**src/rtl/fetch_unit_pkg.sv**
```systemverilog
// Shared definitions for the instruction-fetch stage.
//   state_e          : FSM encoding (FETCH / WAIT / HOLD)
//   XLEN             : address/data width
//   RESET_PC_DEFAULT : default reset PC
//   PC_INC_DEFAULT   : default sequential PC step in bytes
//   WORD_ALIGN_MASK  : clears bits [1:0] of redirect addresses
package fetch_unit_pkg;

  localparam int unsigned XLEN = 32;

  typedef enum logic [1:0] {
    ST_FETCH = 2'd0,
    ST_WAIT  = 2'd1,
    ST_HOLD  = 2'd2
  } state_e;

  localparam logic [XLEN-1:0] RESET_PC_DEFAULT = 32'h0000_0000;
  localparam int unsigned     PC_INC_DEFAULT   = 4;
  localparam logic [XLEN-1:0] WORD_ALIGN_MASK  = 32'hFFFF_FFFC;

  // Force a redirect target onto a word boundary.
  function automatic logic [XLEN-1:0] word_align(input logic [XLEN-1:0] addr);
    return addr & WORD_ALIGN_MASK;
  endfunction

endpackage

```
**src/rtl/fetch_unit_pc_next.sv**
```systemverilog
// Next-PC selection for the fetch stage.
// Ports:
//   pc_q      in  current PC
//   flush     in  restart at flush_pc (highest priority)
//   flush_pc  in  restart address
//   consume   in  downstream accepts held instruction this cycle
//   pc_src    in  take branch on consume
//   result    in  branch target
//   pc_d      out next PC value
//   pc_plus8  out pc_q + 8
module fetch_unit_pc_next
  import fetch_unit_pkg::*;
#(
  parameter int unsigned PC_INC = PC_INC_DEFAULT
) (
  input  logic [XLEN-1:0] pc_q,
  input  logic            flush,
  input  logic [XLEN-1:0] flush_pc,
  input  logic            consume,
  input  logic            pc_src,
  input  logic [XLEN-1:0] result,
  output logic [XLEN-1:0] pc_d,
  output logic [XLEN-1:0] pc_plus8
);

  // Flush > consume&branch > consume > hold; adders wrap at 2^32.
  always_comb begin
    pc_d = pc_q;
    if (flush) begin
      pc_d = word_align(flush_pc);
    end else if (consume) begin
      if (pc_src) pc_d = word_align(result);
      else        pc_d = pc_q + XLEN'(PC_INC);
    end
  end

  assign pc_plus8 = pc_q + XLEN'(8);

endmodule

```
**src/rtl/fetch_unit.sv**
```systemverilog
// Instruction-fetch stage: owns the PC, issues one outstanding request at a
// time to instruction memory, and holds the fetched word until downstream
// accepts it. Handles branch redirects and an overriding flush.
// Ports:
//   clk, reset                    clock, synchronous active-high reset
//   IMemReq/IMemAddr              request valid / word address to memory
//   IMemReady                     memory accepts request this cycle
//   IMemRValid/IMemRData          response valid / word
//   Stall                         downstream not accepting Instr
//   PCSrc/Result                  branch taken / target (on consume)
//   Flush/FlushPC                 squash everything, restart address
//   Instr/InstrValid/PC           held instruction, valid, its address
//   PCPlus8                       PC + 8 (combinational)
module fetch_unit
  import fetch_unit_pkg::*;
#(
  parameter logic [31:0] RESET_PC = RESET_PC_DEFAULT,
  parameter int unsigned PC_INC   = PC_INC_DEFAULT
) (
  input  logic        clk,
  input  logic        reset,
  output logic        IMemReq,
  output logic [31:0] IMemAddr,
  input  logic        IMemReady,
  input  logic        IMemRValid,
  input  logic [31:0] IMemRData,
  input  logic        Stall,
  input  logic        PCSrc,
  input  logic [31:0] Result,
  input  logic        Flush,
  input  logic [31:0] FlushPC,
  output logic [31:0] Instr,
  output logic        InstrValid,
  output logic [31:0] PC,
  output logic [31:0] PCPlus8
);

  state_e            state_q, state_d;
  logic [XLEN-1:0]   pc_q, pc_d;
  logic [XLEN-1:0]   instr_q, instr_d;
  logic              valid_q, valid_d;
  logic              discard_q, discard_d;
  logic              req_q, req_d;
  logic              consume;

  // Next-PC mux and PC+8.
  fetch_unit_pc_next #(
    .PC_INC (PC_INC)
  ) u_pc_next (
    .pc_q     (pc_q),
    .flush    (Flush),
    .flush_pc (FlushPC),
    .consume  (consume),
    .pc_src   (PCSrc),
    .result   (Result),
    .pc_d     (pc_d),
    .pc_plus8 (PCPlus8)
  );

  // State and datapath registers.
  always_ff @(posedge clk) begin
    if (reset) begin
      state_q   <= ST_FETCH;
      pc_q      <= word_align(RESET_PC);
      instr_q   <= '0;
      valid_q   <= 1'b0;
      discard_q <= 1'b0;
      req_q     <= 1'b0;
    end else begin
      state_q   <= state_d;
      pc_q      <= pc_d;
      instr_q   <= instr_d;
      valid_q   <= valid_d;
      discard_q <= discard_d;
      req_q     <= req_d;
    end
  end

  // Next-state, squash flag and instruction capture.
  always_comb begin
    state_d   = state_q;
    discard_d = discard_q;
    instr_d   = instr_q;
    valid_d   = valid_q;
    consume   = 1'b0;
    case (state_q)
      ST_FETCH: begin
        // An accepted request always gets a response; a flush here marks it stale.
        if (req_q && IMemReady) begin
          state_d = ST_WAIT;
          if (Flush) discard_d = 1'b1;
        end
      end
      ST_WAIT: begin
        if (IMemRValid) begin
          if (Flush || discard_q) begin
            discard_d = 1'b0;
            state_d   = ST_FETCH;
          end else begin
            instr_d = IMemRData;
            valid_d = 1'b1;
            state_d = ST_HOLD;
          end
        end else if (Flush) begin
          discard_d = 1'b1;
        end
      end
      ST_HOLD: begin
        if (Flush) begin
          valid_d = 1'b0;
          state_d = ST_FETCH;
        end else if (!Stall) begin
          consume = 1'b1;
          valid_d = 1'b0;
          state_d = ST_FETCH;
        end
      end
      default: begin
        state_d = ST_FETCH;
      end
    endcase
  end

  // Request is registered so it is low through reset and rises one cycle after.
  assign req_d      = (state_d == ST_FETCH);

  assign IMemReq    = req_q;
  assign IMemAddr   = pc_q;
  assign Instr      = instr_q;
  assign InstrValid = valid_q;
  assign PC         = pc_q;

endmodule

```
**config.mk**
```make
export PLATFORM = sky130hd
export DESIGN_NAME = fetch_unit
export DESIGN_NICKNAME = d
export VERILOG_FILES = /design/src/rtl/fetch_unit_pkg.sv /design/src/rtl/fetch_unit_pc_next.sv /design/src/rtl/fetch_unit.sv
export SDC_FILE = /design/constraint.sdc
export NUM_CORES = 1
export LEC_CHECK = 0
export CELL_PAD_IN_SITES_DETAIL_PLACEMENT = 1
export CELL_PAD_IN_SITES_GLOBAL_PLACEMENT = 2
export CORE_MARGIN = 3
export CORE_UTILIZATION = 22
export CTS_BUF_LIST = sky130_fd_sc_hd__clkbuf_2
export CTS_CLUSTER_SIZE = 16
export DETAILED_ROUTE_END_ITERATION = 8
export GPL_TIMING_DRIVEN = 0
export PLACE_DENSITY_LB_ADDON = 0.1
export SLEW_MARGIN = 20
export SYNTH_ARGS = -nofsm -noshare
export SYNTH_HDL_FRONTEND = slang
export SYNTH_SLANG_ARGS = --single-unit
export TNS_END_PERCENT = 50
```
**constraint.sdc**
```tcl
create_clock -name clk -period 5.05 [get_ports clk]
set_input_delay 1.01 -clock clk [delete_from_list [all_inputs] [get_ports clk]]
set_output_delay 1.01 -clock clk [all_outputs]
set_load 0.1 [all_outputs]
```
# == Word-level counts from Yosys, hierarchy flattened ==
# Cells that the tools add are included.
# totals
ff_bits,69
inputBits,103
output_inout_bits,130
elab_cells,50
# op_classes
addsub,2
n_eq_ne,7
n_mux,22
bitwise,1
n_reduce_logical,11
# op_table
operator,count
$mux W32,3
$add A32 B3 Y32 const B,1
$add A32 B4 Y32 const B,1
$mux W1,11
$mux W2,5
$ne A2 B2 Y1 const B,3
$ne A3 B3 Y1 const B,2
$pmux W2 S3,1
$reduce_and A3 Y1,2
$reduce_bool A2 Y1,3
$logic_not A2 Y1,2
$pmux W1 S2,2
$reduce_and A4 Y1,1
$eq A2 B1 Y1 const B,1
$eq A2 B2 Y1 const B,1
$reduce_or A2 Y1,1
$logic_and A1 B1 Y1,1
$logic_or A1 B1 Y1,1
$not A1 Y1,1

# == Logic depth before layout (Yosys ltp) ==
# Gate-level depths: netlist of run 1.
# logic_depth
word_depth,5
depth_mapped,7
ltp_nobuf,6

# == Hierarchy ==
# From an unflattened synthesis of run 1, not the netlist that was laid out.
# unflattened
cells_unflattened,631
hier_area_um2,4904.7
# modules_own_cells
module,instances,cells_per_inst,area_per_inst_um2,seq_area_each_um2
fetch_unit,1,300,2782.7,1381.3
fetch_unit_pc_next,1,331,2122.0,0.0

# == Worst setup path before layout of run 1 ==
# OpenSTA, ideal clock, no wires.
# synth_timing
path_kind,flip-flop to output port
startpoint,"register pc_q[4], in the netlist IMemAddr[4]"
endpoint,output port PCPlus8[31]
arrival_ns,3.723
required_ns,4.040
setup_slack_ns,0.317
stages_incl_launch_ff,7
path_buffers,1
path_cell_list,dfxtp_1 > ha_1 > clkbuf_2 > nand3_2 > nor3_4 > nand4_1 > xnor2_1
# synth_via
elab_chain_cells,1
# synth_lines
element,line_no,rtl
from (decl),fetch_unit.sv:39,"logic [XLEN-1:0] pc_q, pc_d;"
from (signal assigned),fetch_unit.sv:64,pc_q <= word_align(RESET_PC);
from (signal assigned),fetch_unit.sv:71,pc_q <= pc_d;
$add A32 B4 Y32,fetch_unit_pc_next.sv:37,assign pc_plus8 = pc_q + XLEN'(8);
to (decl),fetch_unit.sv:35,output logic [31:0] PCPlus8
# Every way passes these cells.

# == Final worst setup path of run 1 ==
# layout_timing
startpoint,"register pc_q[7], in the netlist IMemAddr[7]"
endpoint,output port PCPlus8[21]
# Same word-level chain as after synthesis.

==> impl_results.md, run 1 <==
- Status: completed
- Max Root-Sink Buffers: 2
- Post-synth top flop: dfxtp_1
- Final period util: 0.953
- Worst Path Required: 4.04 ns
- CTS tree: built
- Worst path arrival time: 3.80 ns
- Worst Skew: 0.0405 ns
- Core Region: 19100 µm²
- HP Class: reg -> reg
- Initial DRC Count: 191
- Pin count of the biggest net entering global routing: 14
- Netlist Area Pre-Place: 4370 µm²
- H-tree levels: 3
- Cell variety after synth: 46
- Top cell type's share of synthesized area: 0.316
- Pre-Repair DR Iteration Count: 4
- # IOs: 233
- RSZ-0062 raised after global routing: false
- Endpoints failing setup: 0
- Full die area: 21600 µm²
- Max-slew headroom: 0.314
- Rows: 50
- Share of cells above drive strength 1: 0.104
- CP Launch Type: flip-flop
- Cells after DPL: 1081
- Setup TNS: 0 ns
- Synthesized area per cell: 7.33 µm²
- P&R area growth vs syn: 62.1%
- Vias in the first global route: 5542
- First-pass GRT wire length: 32100 µm
- Max VDD drop: 0.0894 mV
- CP max-delay cell: clkdlybuf4s50_1
- CP Class: reg -> out
- Cts hold-fix bufs: 0
- Synth Instances: 596
- Max Clk Rate: 208 MHz
- Synth Net Count: 702
- Multi-input gate area: 2450 µm²
- Cell Pwr Density: 225 nW/µm²
- Yosys top cell by area: dfxtp_1
- Clk sinks: 69
- Yosys warns: 0
- Initial Utilization: 0.229
- Pleak: 2.53 nW
- Post-route ant nets: 0
- Synth area leaders: dfxtp_1, nand2_1, a21oi_1, buf_4, xor2_1
- Sequential Area: 1380 µm²
- Vias per cell: 4.60
- Initial antenna violation count: 2
- Final Power: 1.59 mW
- Post-DR wirelength/cell: 18.9 µm
- Seq cells post-synth: 69
- Crit. End Element: primary output
- GPL Wtd Cong: 0.806
- Worst-Skew Late Latency: 0.59 ns
- GRT overflow: 0
- Chip height: 147 µm
- Routed via count: 5058
- Layout Cells excl Fill: 1099
- Pins Over Slew Limit: 0
- DP HPWL: 16100 µm
- CP Max Fanout: 7
- R2R Setup Slk: 2.53 ns
- TritonCTS Buffers: 9
- # DRC: 0
- Hold Vio Cnt, Final: 0
- Post-CTS Setup Inserts: 0
- Root Buffer: clkbuf_2
- Max incr delay on CP: 1.16 ns
- Port Buffers: 225
- Clk pin slew, worst setup/hold paths: 0.26 ns
- Worst path cell trace: buf_2 -> nand4_1 -> nor3_1 -> nand3_1 -> xnor2_1 -> clkdlybuf4s50_1
- Post-route minimum period: 4.81 ns
- Sequential share of the synthesized area: 0.316
- Max-cap violation count: 0
- Slew @ Worst Pin: 1.03 ns
- Total track usage: 0.189
- Fillers: 2329
- # resized after CTS: 0
- Post-synth EDFFs: 0
- Final wirelength: 20700 µm
- DIE WIDTH: 147 µm
- Async set or reset register ratio after synthesis: 0
- Final nets: 938
- Hold slack: 0.472 ns
flip-flops by register name, indices dropped and copies added (netlist names):
| name | flops |
|---|---|
| discard_q | 1 |
| IMemReq | 1 |
| IMemAddr | 32 |
| state_q | 2 |
| InstrValid | 1 |
| Instr | 32 |
power by group:
part | total (mW) | internal [mW] | switching [mW]
registers | 0.589 | 0.565 | 0.0238
logic | 0.641 | 0.193 | 0.448
clock network | 0.362 | 0.115 | 0.246
kinds of logic after synthesis:
logic type	count (synthesis)	share of synthesized area
muxes	3	0.00688
DFF	69	0.316
adders and majority gates	3	0.00859
AOI/OAI and AO/OA	130	0.169
buffers and inverters	97	0.122
and+or+nand+nor	244	0.277
xor gates and xnor gates	50	0.100
per-layer routing:
metal	share of wire	vias up	GRT usage
met5	0	-	0
met4	0.015	0	0.0377
met3	0.051	18	0.0494
met2	0.48	148	0.324
met1	0.46	2407	0.241
li1	-	2485	-
worst max-delay path: cells and delay by family (launching register included):
family | cells | cell delay, ns
xor gates and xnor gates | 1 | 0.19
DFF | 1 | 0.42
and+or+nand+nor | 3 | 1.21
buffers and inverters | 2 | 1.38
cell usage after synthesis, drive strengths merged (3+ instances only):
master and count:
nor2b 3, clkbuf 36, mux2i 3, ha 3, xnor2 22, xor2 28, a211o 3, and2 4
nor3 17, nand3 41, nand4 18, and4 3, buf 54, o22ai 20, nor4 4, inv 7
a21oi 81, nor2 28, o21ai 10, nand2 118, a221oi 6, dfxtp 69, a31oi 4
stage by stage:
step                      area, µm²  setup WS (ns)   util
after detailed placement       6950          0.786  0.364
after global routing           7080       0.000835  0.371
after floorplan                4370          0.317      -
after global placement         6950          0.812  0.364
final                          7080          0.240  0.371
after CTS                      7060         0.0937  0.370
final cells by class:
cell class | instances | area share
clock buffer | 9 | 0.00636
inverter | 7 | 0.00371
tap | 260 | 0.0460
antenna | 2 | 0.000707
sequential | 69 | 0.195
clock inverter | 7 | 0.0104
buffer | 90 | 0.0714
timing repair buffer | 225 | 0.320
multi-input combinational | 430 | 0.347
final timing paths:
check,startpoint,to,cells after the start
worst max-delay path,IMemAddr[7]$_SDFFE_PP0P_,PCPlus8[21],6
worst min register to register,Instr[0]$_SDFFE_PP0P_,Instr[0]$_SDFFE_PP0P_,2
worst max register to register,IMemAddr[2]$_SDFFE_PP0P_,IMemAddr[30]$_SDFFE_PP0P_,6
worst min-delay path,Instr[0]$_SDFFE_PP0P_,Instr[0]$_SDFFE_PP0P_,2
layout by cell type, fill, tap and decap left out, drive strengths merged, types with 4 or more instances in the layout:
cell             n
o22ai           20
nand2          118
a221oi           6
o21ai           10
clkdlybuf4s50  221
a31oi            4
nor4             4
nand4           18
a21oi           81
nand3           41
nor2            28
dlymetal6s2s     4
xnor2           22
inv              9
nor3            17
dfxtp           69
clkbuf          45
xor2            28
and2             4
buf             54
No activity file was read; power rests on OpenSTA's default activity.
==> inputs of run 2 (changes only) <==
--- a/config.mk
+++ b/config.mk
@@ -13,6 +13,7 @@
 export CTS_CLUSTER_SIZE = 16
 export DETAILED_ROUTE_END_ITERATION = 8
 export GPL_TIMING_DRIVEN = 0
+export MAX_ROUTING_LAYER = met4
 export PLACE_DENSITY_LB_ADDON = 0.1
 export SLEW_MARGIN = 20
 export SYNTH_ARGS = -nofsm -noshare
==> impl_results.md, run 2 (synthesis results as in run 1) <==
- Status: completed (unchanged)
- Pin count of the biggest net entering global routing: 14 (unchanged)
- P&R area growth vs syn: 62.1% (unchanged)
- Setup Slack @ Placement: 0.786 ns (unchanged)
- Worst Setup Slack, final: 0.250 ns (was 0.240 ns)
- Clk sinks: 69 (unchanged)
- Routed via count: 5068 (was 5058)
- Crit. End Element: primary output (unchanged)
- Share of cells above drive strength 1: 0.104 (unchanged)
- RR Startpoint: IMemAddr[2]$_SDFFE_PP0P_ (unchanged)
- Total track usage: 0.194 (was 0.189)
- Final Power: 1.59 mW (about the same)
- Setup TNS: 0 ns (unchanged)
- Pins Over Slew Limit: 0 (unchanged)
- RSZ-0062 raised after global routing: false (unchanged)
- FF-to-FF path depth: 6 (unchanged)
- CP Launch Type: flip-flop (unchanged)
- Cell Pwr Density: 225 nW/µm² (about the same)
- Max-slew headroom: 0.314 (about the same)
- Clk pin slew, worst setup/hold paths: 0.26 ns (about the same)
- Slew @ Worst Pin: 1.03 ns (about the same)
- CTS tree: built (unchanged)
- Commonest non-fill, non-tap cell in the layout: clkdlybuf4s50_1 (unchanged)
- DP HPWL: 16100 µm (unchanged)
- Hold endpoint: Instr[0]$_SDFFE_PP0P_ (unchanged)
- Placed inst area: 6950 µm² (unchanged)
- Vias per cell: 4.61 (was 4.60)
- First-pass GRT wire length: 32000 µm (was 32100 µm)
- # DRC: 0 (unchanged)
- Worst path arrival time: 3.79 ns (was 3.80 ns)
- Initial Utilization: 0.229 (unchanged)
- Max Clk Rate: 208 MHz (about the same)
- Port Buffers: 225 (unchanged)
- Worst-Skew Late Latency: 0.59 ns (about the same)
- GRT overflow: 0 (unchanged)
- R2R Setup Slk: 2.55 ns (was 2.53 ns)
- # IOs: 233 (unchanged)
- Hold path depth: 2 (unchanged)
- Chip height: 147 µm (unchanged)
- Final wirelength: 20700 µm (about the same)
- Hold Vio Cnt, Final: 0 (unchanged)
- Max-cap violation count: 0 (unchanged)
- Hold slack: 0.472 ns (about the same)
- Vias in the first global route: 5562 (was 5542)
- Cells after DPL: 1081 (unchanged)
- Max VDD drop: 0.0894 mV (about the same)
- DIE WIDTH: 147 µm (unchanged)
- Layout Cells excl Fill: 1099 (unchanged)
- Post-route minimum period: 4.80 ns (was 4.81 ns)
- CP Max Fanout: 7 (unchanged)
- Worst Skew: 0.0390 ns (was 0.0405 ns)
- CP Class: reg -> out (unchanged)
- Pre-Repair DR Iteration Count: 4 (unchanged)
- TritonCTS Buffers: 9 (unchanged)
- Post-route ant nets: 0 (unchanged)
- Initial DRC Count: 207 (was 191)
- GPL Wtd Cong: 0.817 (was 0.806)
- Hold wc startpoint: Instr[0]$_SDFFE_PP0P_ (unchanged)
- HP Class: reg -> reg (unchanged)
- Commonest non-fill, non-tap cells in the layout: clkdlybuf4s50_1, nand2_1, a21oi_1 (unchanged)
- Core Region: 19100 µm² (unchanged)
- Worst Path Required: 4.04 ns (about the same)
- Reg-to-reg endpoint: IMemAddr[30]$_SDFFE_PP0P_ (unchanged)
- Final nets: 938 (unchanged)
- Full die area: 21600 µm² (unchanged)
- Post-route cell area: 7080 µm² (unchanged)
- Rows: 50 (unchanged)
- H-tree levels: 3 (unchanged)
- Final period util: 0.950 (was 0.953)
- Endpoints failing setup: 0 (unchanged)
- Final core utilization: 0.371 (unchanged)
- Max Root-Sink Buffers: 2 (unchanged)
- Initial antenna violation count: 2 (unchanged)
- Post-DR wirelength/cell: 18.9 µm (about the same)
- Pleak: 2.53 nW (unchanged)
- Cts hold-fix bufs: 0 (unchanged)
- Root Buffer: clkbuf_2 (unchanged)
## run 2: metal layers
metal / vias to the layer above / share of wire / global-route usage
li1: 2484 / - / -
met1: 2406 / 0.45 / 0.242
met2: 158 / 0.48 / 0.324
met3: 20 / 0.053 / 0.0463
met4: 0 / 0.015 / 0.0377
met5: - / 0 / -
## run 2: area by class of cell
cell class | instances | area (µm²)
multi-input cells | 430 | 2450
flip-flops and latches | 69 | 1380
diodes | 2 | 5.00
plain buffers | 90 | 505
clock buffers | 9 | 45.0
clock inverters | 7 | 73.8
fillers | 2329 | 12000
repair buffers | 225 | 2260
inverters | 7 | 26.3
well taps | 260 | 325
## run 2: critical path: stages, from the launching register on
cell	delay [ns]
dfxtp_1	0.42
buf_2	0.22
nand4_1	0.27
nor3_1	0.72
nand3_1	0.22
xnor2_1	0.19
clkdlybuf4s50_1	1.16
## run 2: worst max-delay path by stage
stage                        startpoint           to  slack (ns)  cells after the start
3_3_place_gp   IMemAddr[3]$_SDFFE_PP0P_  PCPlus8[23]        0.81                      8
4_1_cts        IMemAddr[3]$_SDFFE_PP0P_  PCPlus8[23]        0.09                      8
3_5_place_dp   IMemAddr[3]$_SDFFE_PP0P_  PCPlus8[23]        0.79                      8
2_1_floorplan  IMemAddr[4]$_SDFFE_PP0P_  PCPlus8[31]        0.32                      6
6_report       IMemAddr[7]$_SDFFE_PP0P_  PCPlus8[21]        0.25                      6
5_1_grt        IMemAddr[7]$_SDFFE_PP0P_  PCPlus8[21]      0.0008                      6
## run 2: report_power, final
group	internal (mW)	switching, mW	total (mW)
Sequential	0.565	0.0237	0.589
Clock	0.115	0.246	0.362
Combinational	0.193	0.448	0.641
## run 2: timing repair
item | in CTS | in global routing
setup endpoints to repair | 0 | 4
resized for setup | 0 | 4
setup buffers | 0 | 0
hold endpoints to repair | 0 | 0
